**src/rtl/jtgng_dwnld_pkg.sv**
```systemverilog
// Shared definitions for the ROM download packer: write-FSM encodings and default filler byte.
package jtgng_dwnld_pkg;

   typedef enum logic {
      ST_IDLE = 1'b0,
      ST_REQ  = 1'b1
   } wr_state_t;

   localparam logic [7:0] DEF_PAD = 8'hFF;

endpackage

```
**src/rtl/jtgng_dwnld_fifo.sv**
```systemverilog
// Small word FIFO with two write ports (port 0 lands first) and one read port.
// Words that do not fit are dropped and reported on drop for that cycle.
module jtgng_dwnld_fifo #(
   parameter int DW      = 37,
   parameter int FIFO_AW = 2
) (
   input  logic              clk,
   input  logic              rst,
   input  logic              we0,
   input  logic [DW-1:0]     din0,
   input  logic              we1,
   input  logic [DW-1:0]     din1,
   input  logic              pop,
   output logic [DW-1:0]     head,
   output logic              full,
   output logic              empty,
   output logic [FIFO_AW:0]  count,
   output logic              drop
);

   localparam int DEPTH = 1 << FIFO_AW;
   localparam int CW    = FIFO_AW + 1;
   localparam int PW    = FIFO_AW;
   localparam logic [FIFO_AW:0] DEPTH_V = CW'(DEPTH);

   logic [DW-1:0]      mem [DEPTH];
   logic [FIFO_AW-1:0] wr_ptr_reg, rd_ptr_reg;
   logic [FIFO_AW:0]   cnt_reg;
   logic [FIFO_AW:0]   space0, space1;
   logic [FIFO_AW-1:0] slot1;
   logic               acc0, acc1, do_pop;

   // A pop in the same cycle frees its slot, so a full FIFO still takes a push.
   always_comb begin
      do_pop = pop && (cnt_reg != '0);
      space0 = DEPTH_V - cnt_reg + CW'(do_pop);
      acc0   = we0 && (space0 != '0);
      space1 = space0 - CW'(acc0);
      acc1   = we1 && (space1 != '0);
      slot1  = wr_ptr_reg + PW'(acc0);
   end

   always_ff @(posedge clk) begin
      if (acc0) mem[wr_ptr_reg] <= din0;
      if (acc1) mem[slot1]      <= din1;
   end

   always_ff @(posedge clk or posedge rst) begin
      if (rst) begin
         wr_ptr_reg <= '0;
         rd_ptr_reg <= '0;
         cnt_reg    <= '0;
      end else begin
         wr_ptr_reg <= wr_ptr_reg + PW'(acc0) + PW'(acc1);
         rd_ptr_reg <= rd_ptr_reg + PW'(do_pop);
         cnt_reg    <= cnt_reg + CW'(acc0) + CW'(acc1) - CW'(do_pop);
      end
   end

   assign head  = mem[rd_ptr_reg];
   assign count = cnt_reg;
   assign empty = (cnt_reg == '0);
   assign full  = (cnt_reg == DEPTH_V);
   assign drop  = (we0 && !acc0) || (we1 && !acc1);

endmodule

```
**src/rtl/jtgng_dwnld.sv**
```systemverilog
// Packs the byte-serial ROM download into 16-bit words, buffers them and writes them
// to SDRAM through a req/ack handshake; reports loading, done, overflow and word count.
module jtgng_dwnld
   import jtgng_dwnld_pkg::*;
#(
   parameter int         AW      = 22,
   parameter int         FIFO_AW = 2,
   parameter logic [7:0] PAD     = DEF_PAD
) (
   input  logic          clk,
   input  logic          rst,
   input  logic          downloading,
   input  logic          ioctl_wr,
   input  logic [AW-1:0] ioctl_addr,
   input  logic [7:0]    ioctl_data,
   output logic          sdram_req,
   output logic [AW-2:0] sdram_addr,
   output logic [15:0]   sdram_data,
   input  logic          sdram_ack,
   output logic          loading,
   output logic          done,
   output logic          overflow,
   output logic [AW-2:0] word_cnt
);

   localparam int WW = AW - 1;
   localparam int DW = WW + 16;

   logic            dl_last_reg;
   logic            pend_valid_reg;
   logic [7:0]      pend_data_reg;
   logic [WW-1:0]   pend_wa_reg;
   logic            loading_reg, done_reg, overflow_reg;
   logic [WW-1:0]   word_cnt_reg;
   logic            req_reg;
   logic [WW-1:0]   addr_reg;
   logic [15:0]     data_reg;
   wr_state_t       state_reg, state_next;

   logic            dl_rise, strobe, pend_load, pend_clr;
   logic [WW-1:0]   byte_wa;
   logic            we0, we1, pop, load_head, idle_cond;
   logic [DW-1:0]   din0, din1, head;
   logic            fifo_full, fifo_empty, fifo_drop;
   logic [FIFO_AW:0] fifo_count;
   logic            fifo_unused;

   assign dl_rise = downloading && !dl_last_reg;
   assign strobe  = ioctl_wr && downloading;
   assign byte_wa = ioctl_addr[AW-1:1];

   // Port 0 always carries the older word (a pending flush) so ordering is preserved.
   always_comb begin
      we0       = 1'b0;
      we1       = 1'b0;
      din0      = {pend_wa_reg, PAD, pend_data_reg};
      din1      = {byte_wa, ioctl_data, PAD};
      pend_load = 1'b0;
      pend_clr  = 1'b0;
      if (strobe) begin
         if (!ioctl_addr[0]) begin
            we0       = pend_valid_reg;
            pend_load = 1'b1;
         end else if (pend_valid_reg && (pend_wa_reg == byte_wa)) begin
            we0      = 1'b1;
            din0     = {byte_wa, ioctl_data, pend_data_reg};
            pend_clr = 1'b1;
         end else begin
            we0      = pend_valid_reg;
            we1      = 1'b1;
            pend_clr = 1'b1;
         end
      end else if (!downloading && pend_valid_reg) begin
         we0      = 1'b1;
         pend_clr = 1'b1;
      end
   end

   jtgng_dwnld_fifo #(
      .DW      (DW),
      .FIFO_AW (FIFO_AW)
   ) u_fifo (
      .clk   (clk),
      .rst   (rst),
      .we0   (we0),
      .din0  (din0),
      .we1   (we1),
      .din1  (din1),
      .pop   (pop),
      .head  (head),
      .full  (fifo_full),
      .empty (fifo_empty),
      .count (fifo_count),
      .drop  (fifo_drop)
   );

   assign fifo_unused = ^{fifo_full, fifo_count};

   always_comb begin
      state_next = state_reg;
      load_head  = 1'b0;
      pop        = 1'b0;
      case (state_reg)
         ST_IDLE: begin
            if (!fifo_empty) begin
               load_head  = 1'b1;
               state_next = ST_REQ;
            end
         end
         ST_REQ: begin
            if (sdram_ack) begin
               pop        = 1'b1;
               state_next = ST_IDLE;
            end
         end
         default: state_next = ST_IDLE;
      endcase
   end

   // The in-flight word stays at the FIFO head until acked, so an empty FIFO means nothing is owed.
   assign idle_cond = !downloading && !pend_valid_reg && fifo_empty && (state_reg == ST_IDLE);

   always_ff @(posedge clk or posedge rst) begin
      if (rst) begin
         dl_last_reg    <= 1'b0;
         pend_valid_reg <= 1'b0;
         pend_data_reg  <= '0;
         pend_wa_reg    <= '0;
         state_reg      <= ST_IDLE;
         req_reg        <= 1'b0;
         addr_reg       <= '0;
         data_reg       <= '0;
         word_cnt_reg   <= '0;
         overflow_reg   <= 1'b0;
         loading_reg    <= 1'b0;
         done_reg       <= 1'b0;
      end else begin
         dl_last_reg <= downloading;

         if (pend_load) begin
            pend_valid_reg <= 1'b1;
            pend_data_reg  <= ioctl_data;
            pend_wa_reg    <= byte_wa;
         end else if (pend_clr) begin
            pend_valid_reg <= 1'b0;
         end

         state_reg <= state_next;
         if (load_head) begin
            req_reg  <= 1'b1;
            addr_reg <= head[DW-1:16];
            data_reg <= head[15:0];
         end else if (pop) begin
            req_reg <= 1'b0;
         end

         if (dl_rise) word_cnt_reg <= '0;
         else         word_cnt_reg <= word_cnt_reg + WW'(pop);

         if (dl_rise)        overflow_reg <= fifo_drop;
         else if (fifo_drop) overflow_reg <= 1'b1;

         if (dl_rise)                       loading_reg <= 1'b1;
         else if (loading_reg && idle_cond) loading_reg <= 1'b0;
         done_reg <= loading_reg && idle_cond;
      end
   end

   assign sdram_req  = req_reg;
   assign sdram_addr = addr_reg;
   assign sdram_data = data_reg;
   assign loading    = loading_reg;
   assign done       = done_reg;
   assign overflow   = overflow_reg;
   assign word_cnt   = word_cnt_reg;

endmodule
```
**config.mk**
```make
export PLATFORM = sky130hd
export DESIGN_NAME = jtgng_dwnld
export DESIGN_NICKNAME = d
export VERILOG_FILES = /design/src/rtl/jtgng_dwnld_pkg.sv /design/src/rtl/jtgng_dwnld_fifo.sv /design/src/rtl/jtgng_dwnld.sv
export SDC_FILE = /design/constraint.sdc
export NUM_CORES = 1
export LEC_CHECK = 0
export CORE_AREA = 2 2 196 198
export DETAILED_ROUTE_END_ITERATION = 12
export DIE_AREA = 0 0 198 200
export GPL_ROUTABILITY_DRIVEN = 0
export PLACE_DENSITY = 0.52
export REMOVE_ABC_BUFFERS = 1
export SLEW_MARGIN = 40
export SYNTH_ARGS = -nofsm -noshare
export SYNTH_HDL_FRONTEND = slang
export SYNTH_HIERARCHICAL = 1
export SYNTH_SLANG_ARGS = --single-unit
```
**constraint.sdc**
```tcl
create_clock -name clk -period 5.54 [get_ports clk]
set_input_delay 0.831 -clock clk [delete_from_list [all_inputs] [get_ports clk]]
set_output_delay 0.831 -clock clk [all_outputs]
set_load 0.01 [all_outputs]
```
==> impl_metrics.py <==
metrics = {
    "route": {
        "routedWlPerCell_um": 19.4,
        "drtIter0Drc": 234,
        "drc_errors": 0,
        "vias_per_cell": 4.65,
        "drtAntennaViolNets": 0,
        "vias": 6595,
        "first_pass_iters": 4,
        "wl_um": 27500,
    },
    "die": {
        "die_w_um": 198,
        "start_util_pct": 32.6,
        "core_area_um2": 37400,
        "num_io_pins": 97,
        "rows": 71,
        "die_h_um": 200,
        "die_area_um2": 39600,
    },
    "timing": {
        "whs_ns": 0.459,
        "setup_viol": 0,
        "setup_tns_ns": 0,
        "fin_crit_ns": 4.33,
        "relSlewSlack_pct": 48.2,
        "hold_viol": 0,
        "fmax_mhz": 231,
        "tightestPinTransition_ns": 0.775,
        "drv_slew": 0,
        "fin_worst_skew_ns": 0.0172,
        "rsz0062_at_grt": "no",
        "min_period_over_period_pct": 78.2,
    },
    "layout": {
        "post-route-util_pct": 39.8,
        "multi_input_area_um2": 5060,
        "drive_gt1_share_pct": 37.3,
        "top_register": "u_fifo/mem",
        "final_nets": 930,
        "seqCellArea_um2": 6970,
        "largest_register_ffs": 148,
        "synthToLayoutAreaGrowth_pct": 22.1,
        "diodes": 0,
        "fillers": 3507,
    },
    "global_route": {
        "grt_pass1_vias": 6951,
        "grt_pass1_wl_um": 42700,
        "grt_max_degree": 66,
        "grt_overflow": 0,
        "grt_usage_pct": 14.2,
        "antenna_found_initial": 1,
    },
    "cts": {
        "numClockSinks": 249,
        "cts_resized": 0,
        "hold_buffers": 0,
        "ctsRootBufferMaster": "clkbuf_16",
        "cts_tree": "built",
        "clk_latency_ns": 0.55,
        "post_cts_buffers": 0,
        "clkTransAtPathRegs_ns": 0.06,
        "cts_made_buffers": 29,
        "clockBufferDepth": 3,
        "h-tree-depth": 1,
    },
    "worst_setup_path": {
        "critical_path.startpoint": "u_fifo/count[2]",
        "crit_path_end_kind": "register",
        "critPathLaunchType": "register",
        "reg2reg_to": "u_fifo/count[2]",
        "crit_required_ns": 5.96,
        "rrSetupSlack_ns": 1.21,
        "r2r-start": "u_fifo/count[2]",
        "criticalPathCategory": "reg -> reg",
        "worstRegToRegCells": 16,
        "arrival_ns": 4.75,
        "path_max_fanout": 7,
        "endpoint": "u_fifo/count[2]",
    },
    "place": {
        "port_buffers": 96,
        "dp_hpwl_um": 16300,
    },
    "logic_synthesis": {
        "syn-cell-area_um2": 12200,
        "ys_warn_count": 6,
        "avgSynthCellArea_um2": 16.0,
        "synth_cells": 763,
    },
    "power_and_ir_drop": {
        "p_total_w": 0.00678,
        "p_leak_nw": 5.32,
        "cellPowerDensity_nw_per_um2": 455,
        "ir_drop_v": 0.000256,
    },
    "job": {
        "cap_violations": 0,
    },
    "hold_path": {
        "min_path_type": "reg -> reg",
        "hp-start": "dl_last_reg",
    },
    "status": {
        "outcome": "finished, final reports clean",
    },
}
power breakdown:
group / switching [W] / leakage, nW / total (W) / internal (W)
combinational: 0.00100 / 2.30 / 0.00218 / 0.00117
sequential: 0.000227 / 2.53 / 0.00264 / 0.00241
clock: 0.000768 / 0.486 / 0.00197 / 0.00120
critical path, stage by stage, from the launching register on:
cell and delay (ns):
dfrtp_1 0.46, nor3_1 0.51, nand2b_1 0.21, ha_1 0.15, inv_1 0.04, ha_1 0.30
nand2b_1 0.20, o21ai_0 0.25, inv_1 0.11, ha_1 0.21, xor3_4 0.49, o21ai_0 0.35
fa_1 0.24, inv_1 0.05, fa_1 0.37, xnor2_1 0.14, xnor2_1 0.13
layout by cell type, fill, tap and decap left out, drive strengths merged, types with 2 or more instances in the layout:
cell / count
a211oi: 4
a21o: 2
a21oi: 11
and2: 5
and3: 3
buf: 18
bufinv: 4
clkbuf: 38
clkdlybuf4s50: 96
clkinv: 9
conb: 32
dfrtp: 101
edfxtp: 148
fa: 2
ha: 9
inv: 19
mux2: 214
mux4: 37
nand2: 14
nand2b: 5
nand3: 8
nand3b: 9
nand4: 11
nor2: 19
nor2b: 6
nor3: 5
nor4: 3
o2111ai: 2
o211ai: 4
o21ai: 10
o221ai: 4
or3: 5
or4: 4
xnor2: 31
xor2: 9
final cells by class:
cell class,instances,share of cell area (%)
tap,511,4.29
multi-input combinational,473,33.9
clock buffer,38,5.37
timing repair buffer,114,7.86
inverter,17,0.462
sequential,249,46.8
clock inverter,16,1.28
worst min-delay path by stage:
stage | end | slack [ns] | cells after the start
6_report | loading | 0.46 | 1
5_1_grt | loading | 0.51 | 1
4_1_cts | loading | 0.46 | 1
3_5_place_dp | loading | 0.45 | 1
3_3_place_gp | loading | 0.46 | 1
2_1_floorplan | loading | 0.43 | 1
per-stage QoR:
stage / setup WS, ns / instances / cell area, um^2
floorplan: 0.310 / 739 / 12000
global placement: 0.893 / 1364 / 13900
detailed placement: 0.768 / 1364 / 13900
CTS: 1.21 / 1418 / 14900
global route: 0.834 / 1418 / 14900
finish: 1.21 / 1418 / 14900
layer usage:
metal	wire length, um	vias up	global-route usage [%]
met4	506	2	3.09
met5	13	-	0
met2	12900	115	23.3
met1	13200	3341	19.9
met3	877	33	2.17
li1	-	3104	-
No activity file was read; power rests on OpenSTA's default activity.
